==> config.mk <==
export PLATFORM = sky130hd
export DESIGN_NAME = event_fragmenter
export DESIGN_NICKNAME = d
export VERILOG_FILES = /design/src/rtl/event_fragmenter.sv
export SDC_FILE = /design/constraint.sdc
export NUM_CORES = 1
export LEC_CHECK = 0
export ABC_AREA = 0
export BUFFER_PORTS_ARGS = -buffer_cell sky130_fd_sc_hd__buf_2
export CAP_MARGIN = 5
export CELL_PAD_IN_SITES_DETAIL_PLACEMENT = 0
export CELL_PAD_IN_SITES_GLOBAL_PLACEMENT = 1
export CORE_MARGIN = 3
export CORE_UTILIZATION = 44
export DETAILED_ROUTE_END_ITERATION = 10
export PLACE_DENSITY_LB_ADDON = 0.1
export SLEW_MARGIN = 10
export SYNTH_ARGS = -nofsm -noshare
export SYNTH_HDL_FRONTEND = slang
export SYNTH_SLANG_ARGS = --single-unit
export TNS_END_PERCENT = 30
==> constraint.sdc <==
create_clock -name aclk -period 7.6 [get_ports aclk]
set_clock_uncertainty 0.2 [all_clocks]
set_input_delay 0 -clock aclk [delete_from_list [all_inputs] [get_ports aclk]]
set_output_delay 0 -clock aclk [all_outputs]
set_load 0.005 [all_outputs]
==> src/rtl/event_fragmenter.sv <==
// rtl/event_fragmenter.sv - cuts (addr,len)+64-bit event data into header-prefixed fragments
module event_fragmenter #(
    parameter int          FRAG_WORDS = 1024,
    parameter logic [15:0] MAGIC      = 16'h5045
) (
    input  logic        aclk,
    input  logic        areset,
    input  logic [31:0] s_ctrl_tdata,
    input  logic        s_ctrl_tvalid,
    output logic        s_ctrl_tready,
    input  logic [63:0] s_data_tdata,
    input  logic [7:0]  s_data_tkeep,
    input  logic        s_data_tlast,
    input  logic        s_data_tvalid,
    output logic        s_data_tready,
    output logic [63:0] m_frag_tdata,
    output logic [7:0]  m_frag_tkeep,
    output logic        m_frag_tlast,
    output logic        m_frag_tvalid,
    input  logic        m_frag_tready,
    output logic [1:0]  err_o,
    input  logic        err_clr_i,
    output logic [15:0] event_count_o
);

    // One spare bit in rem so a length close to 2^20 bytes cannot wrap to zero words.
    localparam int RW = 18;
    localparam int WW = 13;
    localparam logic [RW-1:0] FW_R = RW'(FRAG_WORDS);
    localparam logic [WW-1:0] FW_W = WW'(FRAG_WORDS);

    typedef enum logic [1:0] {IDLE, HDR, PAYLOAD, DRAIN} state_t;

    state_t        state_q, state_d;
    logic [11:0]   addr_q, addr_d;
    logic [19:0]   len_q, len_d;
    logic [RW-1:0] rem_q, rem_d;
    logic [WW-1:0] wcnt_q, wcnt_d;
    logic [14:0]   fnum_q, fnum_d;
    logic [63:0]   tdata_q, tdata_d;
    logic [7:0]    tkeep_q, tkeep_d;
    logic          tlast_q, tlast_d;
    logic          tvalid_q, tvalid_d;
    logic          final_q, final_d;
    logic [1:0]    err_q, err_d;
    logic [15:0]   count_q, count_d;

    logic          out_free, ctrl_fire, data_fire, hdr_load;
    logic [20:0]   len_sum;
    logic [RW-1:0] ctrl_rem;
    logic [11:0]   h_addr;
    logic [19:0]   h_len;
    logic [RW-1:0] h_rem;
    logic [14:0]   h_fnum;
    logic [1:0]    err_set;

    assign out_free      = !tvalid_q || m_frag_tready;
    assign s_ctrl_tready = (state_q == IDLE) && !areset;
    assign s_data_tready = ((state_q == PAYLOAD) && out_free) || (state_q == DRAIN);
    assign ctrl_fire     = s_ctrl_tvalid && s_ctrl_tready;
    assign data_fire     = s_data_tvalid && s_data_tready;
    assign len_sum       = {1'b0, s_ctrl_tdata[19:0]} + 21'd7;
    assign ctrl_rem      = len_sum[20:3];

    // The first header of an event is built straight from the incoming ctrl word so it is valid the next cycle.
    assign h_addr = (state_q == IDLE) ? s_ctrl_tdata[31:20] : addr_q;
    assign h_len  = (state_q == IDLE) ? s_ctrl_tdata[19:0]  : len_q;
    assign h_rem  = (state_q == IDLE) ? ctrl_rem            : rem_q;
    assign h_fnum = (state_q == IDLE) ? 15'd0               : fnum_q;
    assign hdr_load = out_free && (((state_q == IDLE) && ctrl_fire) || (state_q == HDR));

    always_comb begin
        state_d  = state_q;
        addr_d   = addr_q;
        len_d    = len_q;
        rem_d    = rem_q;
        wcnt_d   = wcnt_q;
        fnum_d   = fnum_q;
        tdata_d  = tdata_q;
        tkeep_d  = tkeep_q;
        tlast_d  = tlast_q;
        tvalid_d = tvalid_q && !m_frag_tready;
        final_d  = final_q;
        err_set  = 2'b00;

        case (state_q)
            IDLE: begin
                if (ctrl_fire) begin
                    addr_d  = s_ctrl_tdata[31:20];
                    len_d   = s_ctrl_tdata[19:0];
                    rem_d   = ctrl_rem;
                    fnum_d  = 15'd0;
                    state_d = HDR;
                end
            end
            PAYLOAD: begin
                if (data_fire) begin
                    tdata_d  = s_data_tdata;
                    tkeep_d  = ((rem_q == RW'(1)) || s_data_tlast) ? s_data_tkeep : 8'hFF;
                    tlast_d  = (wcnt_q == WW'(1)) || s_data_tlast;
                    tvalid_d = 1'b1;
                    final_d  = 1'b0;
                    rem_d    = rem_q - RW'(1);
                    wcnt_d   = wcnt_q - WW'(1);
                    if (s_data_tlast) begin
                        final_d    = 1'b1;
                        err_set[0] = (rem_q > RW'(1));
                        state_d    = IDLE;
                    end else if (rem_q == RW'(1)) begin
                        final_d    = 1'b1;
                        err_set[1] = 1'b1;
                        state_d    = DRAIN;
                    end else if (wcnt_q == WW'(1)) begin
                        fnum_d  = fnum_q + 15'd1;
                        state_d = HDR;
                    end
                end
            end
            DRAIN: begin
                if (data_fire && s_data_tlast) begin
                    state_d = IDLE;
                end
            end
            default: ;
        endcase

        if (hdr_load) begin
            tdata_d  = {MAGIC, h_addr, h_len, (h_rem <= FW_R), h_fnum};
            tkeep_d  = 8'hFF;
            tlast_d  = (h_rem == '0);
            tvalid_d = 1'b1;
            final_d  = (h_rem == '0);
            if (h_rem == '0) begin
                state_d = IDLE;
            end else begin
                state_d = PAYLOAD;
                wcnt_d  = (h_rem < FW_R) ? WW'(h_rem) : FW_W;
            end
        end

        err_d   = (err_clr_i ? 2'b00 : err_q) | err_set;
        count_d = count_q;
        if (tvalid_q && m_frag_tready && final_q) begin
            count_d = count_q + 16'd1;
        end
    end

    always_ff @(posedge aclk or posedge areset) begin
        if (areset) begin
            state_q  <= IDLE;
            addr_q   <= '0;
            len_q    <= '0;
            rem_q    <= '0;
            wcnt_q   <= '0;
            fnum_q   <= '0;
            tdata_q  <= '0;
            tkeep_q  <= '0;
            tlast_q  <= 1'b0;
            tvalid_q <= 1'b0;
            final_q  <= 1'b0;
            err_q    <= 2'b00;
            count_q  <= '0;
        end else begin
            state_q  <= state_d;
            addr_q   <= addr_d;
            len_q    <= len_d;
            rem_q    <= rem_d;
            wcnt_q   <= wcnt_d;
            fnum_q   <= fnum_d;
            tdata_q  <= tdata_d;
            tkeep_q  <= tkeep_d;
            tlast_q  <= tlast_d;
            tvalid_q <= tvalid_d;
            final_q  <= final_d;
            err_q    <= err_d;
            count_q  <= count_d;
        end
    end

    assign m_frag_tdata  = tdata_q;
    assign m_frag_tkeep  = tkeep_q;
    assign m_frag_tlast  = tlast_q;
    assign m_frag_tvalid = tvalid_q;
    assign err_o         = err_q;
    assign event_count_o = count_q;

endmodule
==> results of run 1 <==
-- per-layer routing --
metal / part of all wire [%] / wire, µm / vias up / track usage (%)
li1: - / - / 4288 / -
met1: 47 / 12700 / 4222 / 34.3
met2: 48 / 13000 / 218 / 38.4
met3: 4.3 / 1170 / 29 / 4.03
met4: 1.7 / 457 / 0 / 6.31
met5: 0 / 0 / - / 0
-- area by class of cell --
cell class	count	area, µm²	share of cell area (%)
clock buffers	17	425	3.48
clock inverters	14	150	1.23
inverters	14	57.6	0.471
multi-input cells	789	4530	37.0
flip-flops and latches	173	4330	35.4
well taps	270	338	2.76
repair buffers	344	2400	19.6
-- registers in the layout (all words and copies together), names as in the netlist, 8 cells and up --
| signal | flops |
|---|---|
| addr_q | 12 |
| m_frag_tkeep | 8 |
| fnum_q | 15 |
| m_frag_tdata | 64 |
| len_q | 20 |
| wcnt_q | 13 |
| event_count_o | 16 |
| rem_q | 18 |
-- how the worst max path moves through the flow --
stage                                start                           end  slack [ps]  cells past startpoint
floorplan                           areset         addr_q[0]$_DFFE_PP0N_        2710                      1
global placement    state_q[0]$_DFFE_PP0P_           wcnt_q[9]$_DFF_PP0_        3870                     10
detailed placement  state_q[0]$_DFFE_PP0P_           wcnt_q[9]$_DFF_PP0_        3810                     10
CTS                 state_q[0]$_DFFE_PP0P_  m_frag_tdata[19]$_DFFE_PP0P_        3410                     11
global route        state_q[0]$_DFFE_PP0P_  m_frag_tdata[32]$_DFFE_PP0P_        3080                     11
finish              state_q[0]$_DFFE_PP0P_  m_frag_tdata[32]$_DFFE_PP0P_        3360                     11
-- power by group --
part | switching (mW) | internal, mW | leakage [nW]
clock network | 0.420 | 0.438 | 0.284
registers | 0.256 | 1.29 | 2.14
logic | 1.17 | 0.884 | 3.10
total | 1.84 | 2.61 | 5.52
-- repair_timing --
action / 4_1_cts / 5_1_grt
hold buffers: 130 / 0
endpoints found under the setup margin: 0 / 0
gates resized for setup: 0 / 0
hold endpoints to repair: 244 / 0
-- layout by cell type, fill, tap and decap left out, types with 3 or more instances in the layout --
cell / Yosys / routed
o211ai_1: 4 / 4
or3_1: 7 / 7
inv_8: 0 / 5
nand2b_1: 10 / 10
or4_1: 5 / 5
ha_1: 11 / 9
inv_1: 13 / 12
a211oi_1: 32 / 32
inv_6: 0 / 4
o31ai_1: 8 / 8
o22a_1: 9 / 9
buf_4: 1 / 10
a21o_1: 3 / 3
dlygate4sd3_1: 0 / 130
a21oi_1: 53 / 53
o31a_1: 3 / 3
buf_2: 5 / 204
clkinv_4: 0 / 4
o22ai_1: 12 / 12
nand3_1: 34 / 34
or2_2: 3 / 3
nand3b_1: 3 / 3
xor2_1: 18 / 18
nor2_1: 35 / 35
a31oi_1: 49 / 49
xnor2_1: 30 / 30
nor4_1: 12 / 12
nand4_1: 14 / 14
nor3_1: 18 / 18
o21ai_0: 39 / 39
a22o_1: 5 / 5
dfrtp_1: 173 / 173
and3_1: 4 / 4
mux2i_1: 7 / 7
clkbuf_16: 0 / 17
and2_1: 9 / 9
nor2b_1: 32 / 32
nand2_1: 273 / 273
-- logic make-up (layout without fill, tap and decap cells) --
kind of cell | count (synthesis) | after routing | synth area share [%]
flip-flops | 173 | 173 | 47.2
AO/OA/AOI/OAI | 251 | 251 | 18.6
adder cells (fa/ha/maj) | 11 | 11 | 1.50
buffers and inverters | 84 | 389 | 3.63
AND/OR/NAND/NOR | 471 | 471 | 23.6
multiplexers | 8 | 8 | 0.887
XOR/XNOR | 48 | 48 | 4.58
-- critical path: stages (launching register included) --
cell and delay, ps:
dfrtp_1 410, inv_1 120, ha_2 190, buf_4 660, nor2b_1 240, and2_1 140
buf_4 350, o21ai_4 180, buf_4 410, a211oi_1 400, a31oi_1 70, dlygate4sd3_1 620
-- metrics by stage --
stage	setup WS [ps]	hold WS, ps
after floorplan	2710	-165
after global placement	3870	7.42
after detailed placement	3810	14.4
after CTS	3410	93.4
after global routing	3080	106
final	3360	108
==> flow_summary.json, run 1 <==
{
  "fmax_mhz": 236,
  "layout.nets": 1461,
  "maxSlewHeadroom_pct": 31.7,
  "synth_edf_count": 0,
  "syn_inst": 1046,
  "synth_fp_nets": 1168,
  "initial_core_util_pct": 45.0,
  "min_period_over_period_pct": 55.7,
  "place_congestion": 0.819,
  "via_count": 8757,
  "ys_types": 72,
  "worstRegToRegCells": 11,
  "grt_pass1_wl_um": 43800,
  "cts_htree_levels": 4,
  "powerDensity_mw_per_mm2": 365,
  "synthArstFlopShare_pct": 100,
  "worst_hold_path_type": "input pin to register",
  "drcViolationCount": 0,
  "core_area_mm2": 0.0204,
  "syn_avg_cell_area_um2": 8.77,
  "ant_nets": 0,
  "top_level_ports": 205,
  "ir_drop_uv": 177,
  "vias_per_cell": 5.40,
  "rows": 52,
  "whs_path_depth": 3,
  "routed_wl_um": 27400,
  "p_total_mw": 4.46,
  "drive_gt1_share_pct": 19.9,
  "dpl.hpwl_um": 17900,
  "design.die.area_mm2": 0.0226,
  "clkSinkCount": 173,
  "cts_tree": "done",
  "grt_max_degree": 105,
  "die_width_um": 150,
  "endpoint_kind": "register",
  "finalHoldViolations": 0,
  "synth.area.top_cells": "dfrtp_1, nand2_1, a31oi_1, a21oi_1, xnor2_1",
  "place_area_mm2": 0.0103,
  "cts_buffer_depth": 2,
  "utilization_pct": 60.0,
  "final_area_mm2": 0.0122,
  "place_inst": 1460,
  "min_period_ps": 4240,
  "finalSetupViolCount": 0,
  "grt_overflow": 0,
  "rsz0062_at_grt": "no",
  "hold_start": "s_data_tkeep[2]",
  "r2r_slack_ps": 3360,
  "holdPathEnd": "m_frag_tkeep[2]$_DFFE_PP0P_",
  "critPathMaxFanout": 98,
  "fin_cells": 1621,
  "startpoint_type": "register",
  "cts_setup_buffers": 0,
  "antenna_found_initial": 0,
  "p_leak_nw": 5.52,
  "path_clk_slew_ps": 70,
  "slew_viol_final": 0,
  "wire_per_inst_um": 16.9,
  "n_fill_cell": 1817,
  "synthesis.area_mm2": 0.00917,
  "area_growth_pct": 33.3,
  "regToRegEndpoint": "m_frag_tdata[32]$_DFFE_PP0P_",
  "drtPass1Iterations": 5,
  "dieHeight_um": 150,
  "worstMarginPinSlew_ps": 1020,
  "port_buffers": 204,
  "yosysTopAreaCell": "dfrtp_1",
  "clock-root-buffer": "clkbuf_16",
  "yosysWarnings": 0,
  "synth_most_common_cell": "nand2_1",
  "finalSetupTns_ps": 0,
  "worstReg2RegStart": "state_q[0]$_DFFE_PP0P_",
  "crit_arrival_ps": 4360,
  "synth_top_area_share_pct": 47.2,
  "initialDrtViolationCount": 477,
  "yosysSeqAreaShare_pct": 47.2,
  "synthFlopType": "dfrtp_1",
  "drv_cap": 0,
  "cts_made_buffers": 17,
  "synth_seq_cells": 173,
  "path_class": "register to register",
  "grt_usage_pct": 24.1,
  "outcome": "completed",
  "diodes": 0,
  "crit_required_ps": 7720,
  "grt_pass1_vias": 8441,
  "yosys-top-cells-count": "nand2_1, dfrtp_1, clkbuf_1",
  "clock_latency_ps": 430
}
No activity file was read; power rests on OpenSTA's default activity.
==> run 2, diff against run 1 <==
ABC_AREA = 1   (was 0)
CORE_UTILIZATION = 36   (was 44)
clock period = 3.8 ns   (was 7.6 ns; I/O delays follow)
==> run 2 against run 1 <==
  * Core utilization fell by 9.8 points
  * Worst setup slack got worse by 2900 ps
  * Worst hold slack improved by 17 ps
  * Critical endpoint is now m_frag_tdata[31]$_DFFE_PP0P_
==> flow_summary.json, run 2 <==
{
  "outcome": "completed",
  "crit_buf_inv": 6,
  "drtPass1Iterations": 5,
  "finalHoldViolations": 0,
  "dieHeight_um": 168,
  "synth_top_area_share_pct": 45.8,
  "initial_core_util_pct": 37.1,
  "largest_reg_flops": 64,
  "antenna_found_initial": 0,
  "grt_usage_pct": 20.6,
  "fin_hold_ws_ps": 125,
  "diodes": 0,
  "rows": 58,
  "critPathSlowestCell": "dlygate4sd3_1",
  "yosysWarnings": 0,
  "grt_pass1_wl_um": 47200,
  "slew_viol_final": 0,
  "crit_required_ps": 3910,
  "yosysSeqAreaShare_pct": 45.8,
  "min_period_over_period_pct": 88.8,
  "crit_chain": "inv_1, ha_1, nand2_1, nand2_2, nand2_2, inv_2, nand2_1, inv_1, nor2_2, clkinv_2, buf_6, a31oi_1, dlygate4sd3_1",
  "path_class": "register to register",
  "p_leak_nw": 6.11,
  "synthFlopType": "dfrtp_1",
  "syn_inst": 1178,
  "final_common_cell": "nand2_1",
  "via_count": 8969,
  "synth_seq_cells": 173,
  "synth.area.top_cells": "dfrtp_1, nand2_1, inv_1, nor2_1, o21ai_0",
  "synthArstFlopShare_pct": 100,
  "mostFrequentLayoutCells": "nand2_1, buf_2, dfrtp_1, dlygate4sd3_1, inv_1",
  "yosys-top-cells-count": "nand2_1, dfrtp_1, inv_1",
  "clkSinkCount": 173,
  "crit_arrival_ps": 3490,
  "design.die.area_mm2": 0.0282,
  "place_area_mm2": 0.0108,
  "fmax_mhz": 296,
  "endpoint_kind": "register",
  "vias_per_cell": 4.86,
  "path_delay_family": "buffers and inverters",
  "clock-root-buffer": "clkbuf_16",
  "worstMarginPinSlew_ps": 1080,
  "slowest_delay_ps": 610,
  "final-seq-area_mm2": 0.00433,
  "synthesis.area_mm2": 0.00945,
  "routed_wl_um": 28500,
  "startpoint_type": "register",
  "dpl.hpwl_um": 19800,
  "ir_drop_uv": 439,
  "synth_edf_count": 0,
  "grt_max_degree": 109,
  "finalSetupViolCount": 0,
  "top_level_ports": 205,
  "finalSetupTns_ps": 0,
  "maxSlewHeadroom_pct": 27.5,
  "clock_latency_ps": 440,
  "cts_htree_levels": 4,
  "wire_per_inst_um": 15.4,
  "syn_avg_cell_area_um2": 8.02,
  "drv_cap": 0,
  "min_period_ps": 3380,
  "grt_overflow": 0,
  "core_area_mm2": 0.0255,
  "path_clk_slew_ps": 80,
  "grt_pass1_vias": 8896,
  "n_fill_cell": 2516,
  "drcViolationCount": 0,
  "die_width_um": 168,
  "place_congestion": 0.844,
  "worst_hold_path_type": "input pin to register",
  "dp_slack_ps": 686,
  "p_total_mw": 9.43,
  "initialDrtViolationCount": 610,
  "final_area_mm2": 0.0128,
  "cts_made_buffers": 17,
  "synth_most_common_cell": "nand2_1",
  "drive_gt1_share_pct": 21.1,
  "rsz0062_at_grt": "no",
  "cts_tree": "done",
  "critPathMaxFanout": 108,
  "port_buffers": 204,
  "cts_buffer_depth": 2,
  "ys_types": 53,
  "layout.nets": 1626,
  "powerDensity_mw_per_mm2": 736,
  "yosysTopAreaCell": "dfrtp_1",
  "synth_fp_nets": 1300,
  "ant_nets": 0,
  "multi_input_area_mm2": 0.00439,
  "area_growth_pct": 35.5,
  "fin_ws_ps": 425
}
run 2: changes by cell type after synthesis, moves of 16 or more:
cell,delta
nor2_1,+77
inv_1,+102
xnor2_1,-20
nor2b_1,-32
a211oi_1,-32
nand3_1,+27
o211ai_1,+32
clkbuf_1,-29
o21ai_0,+24
a21oi_1,-24
buf_2,+16
nand2_2,+17
run 2: cells by family after synthesis:
family,Yosys count,share of synthesized area (%)
AND/OR/NAND/NOR,534,25.5
AO/OA/AOI/OAI,237,15.7
buffers and inverters,183,7.83
flip-flops,173,45.8
XOR/XNOR,39,3.61
adder cells (fa/ha/maj),11,1.46
multiplexers,1,0.119
run 2: final timing paths:
kind                                                from                             to  slack (ps)  cells past startpoint
setup / recovery                  state_q[0]$_DFFE_PP0P_   m_frag_tdata[31]$_DFFE_PP0P_         420                     13
hold / removal                           s_data_tkeep[2]    m_frag_tkeep[2]$_DFFE_PP0P_         130                      4
setup reg to reg                  state_q[0]$_DFFE_PP0P_   m_frag_tdata[31]$_DFFE_PP0P_         420                     13
hold reg to reg            event_count_o[15]$_DFFE_PP0P_  event_count_o[15]$_DFFE_PP0P_         270                      1
max in group asynchronous                         areset          fnum_q[4]$_DFFE_PP0P_        2290                      4
min in group asynchronous                         areset           rem_q[3]$_DFFE_PP0P_         220                      3
run 2: layout make-up:
class,instances,share of cell area (%)
clock buffers,17,3.32
clock inverters,15,1.31
inverters,128,3.79
multi-input cells,822,34.2
flip-flops and latches,173,33.8
well taps,330,3.22
repair buffers,362,20.3
run 2: through the flow:
| stage | util [%] | std cells |
|---|---|---|
| floorplan | - | 1178 |
| global placement | 42.2 | 1670 |
| detailed placement | 42.2 | 1670 |
| CTS | 50.3 | 1847 |
| global route | 50.3 | 1847 |
| finish | 50.3 | 1847 |
run 2: what timing repair did:
| action | CTS | global route |
|---|---|---|
| buffers inserted | 0 | 0 |
| gates resized for setup | 0 | 1 |
| endpoints found under the setup margin | 0 | 30 |
| hold buffers | 145 | 0 |
| hold endpoints to repair | 177 | 0 |
run 2: routing by layer:
| layer | part of all wire, % | GRT usage, % |
|---|---|---|
| met1 | 48 | 28.7 |
| met5 | 0 | 0 |
| met3 | 3.9 | 2.91 |
| met4 | 1.5 | 4.77 |
| met2 | 47 | 34.1 |
run 2: worst reg2reg max path, stage by stage, from the launching register on:
cell	delay, ps
dfrtp_1	430
inv_1	100
ha_1	320
nand2_1	110
nand2_2	70
nand2_2	60
inv_2	50
nand2_1	240
inv_1	180
nor2_2	60
clkinv_2	60
buf_6	550
a31oi_1	210
dlygate4sd3_1	610
run 2: power breakdown:
| group | switching, mW | leakage [nW] | internal (mW) |
|---|---|---|---|
| sequential | 0.493 | 2.10 | 2.63 |
| clock | 0.857 | 0.291 | 0.941 |
| combinational | 2.63 | 3.72 | 1.87 |
| total | 3.98 | 6.11 | 5.45 |
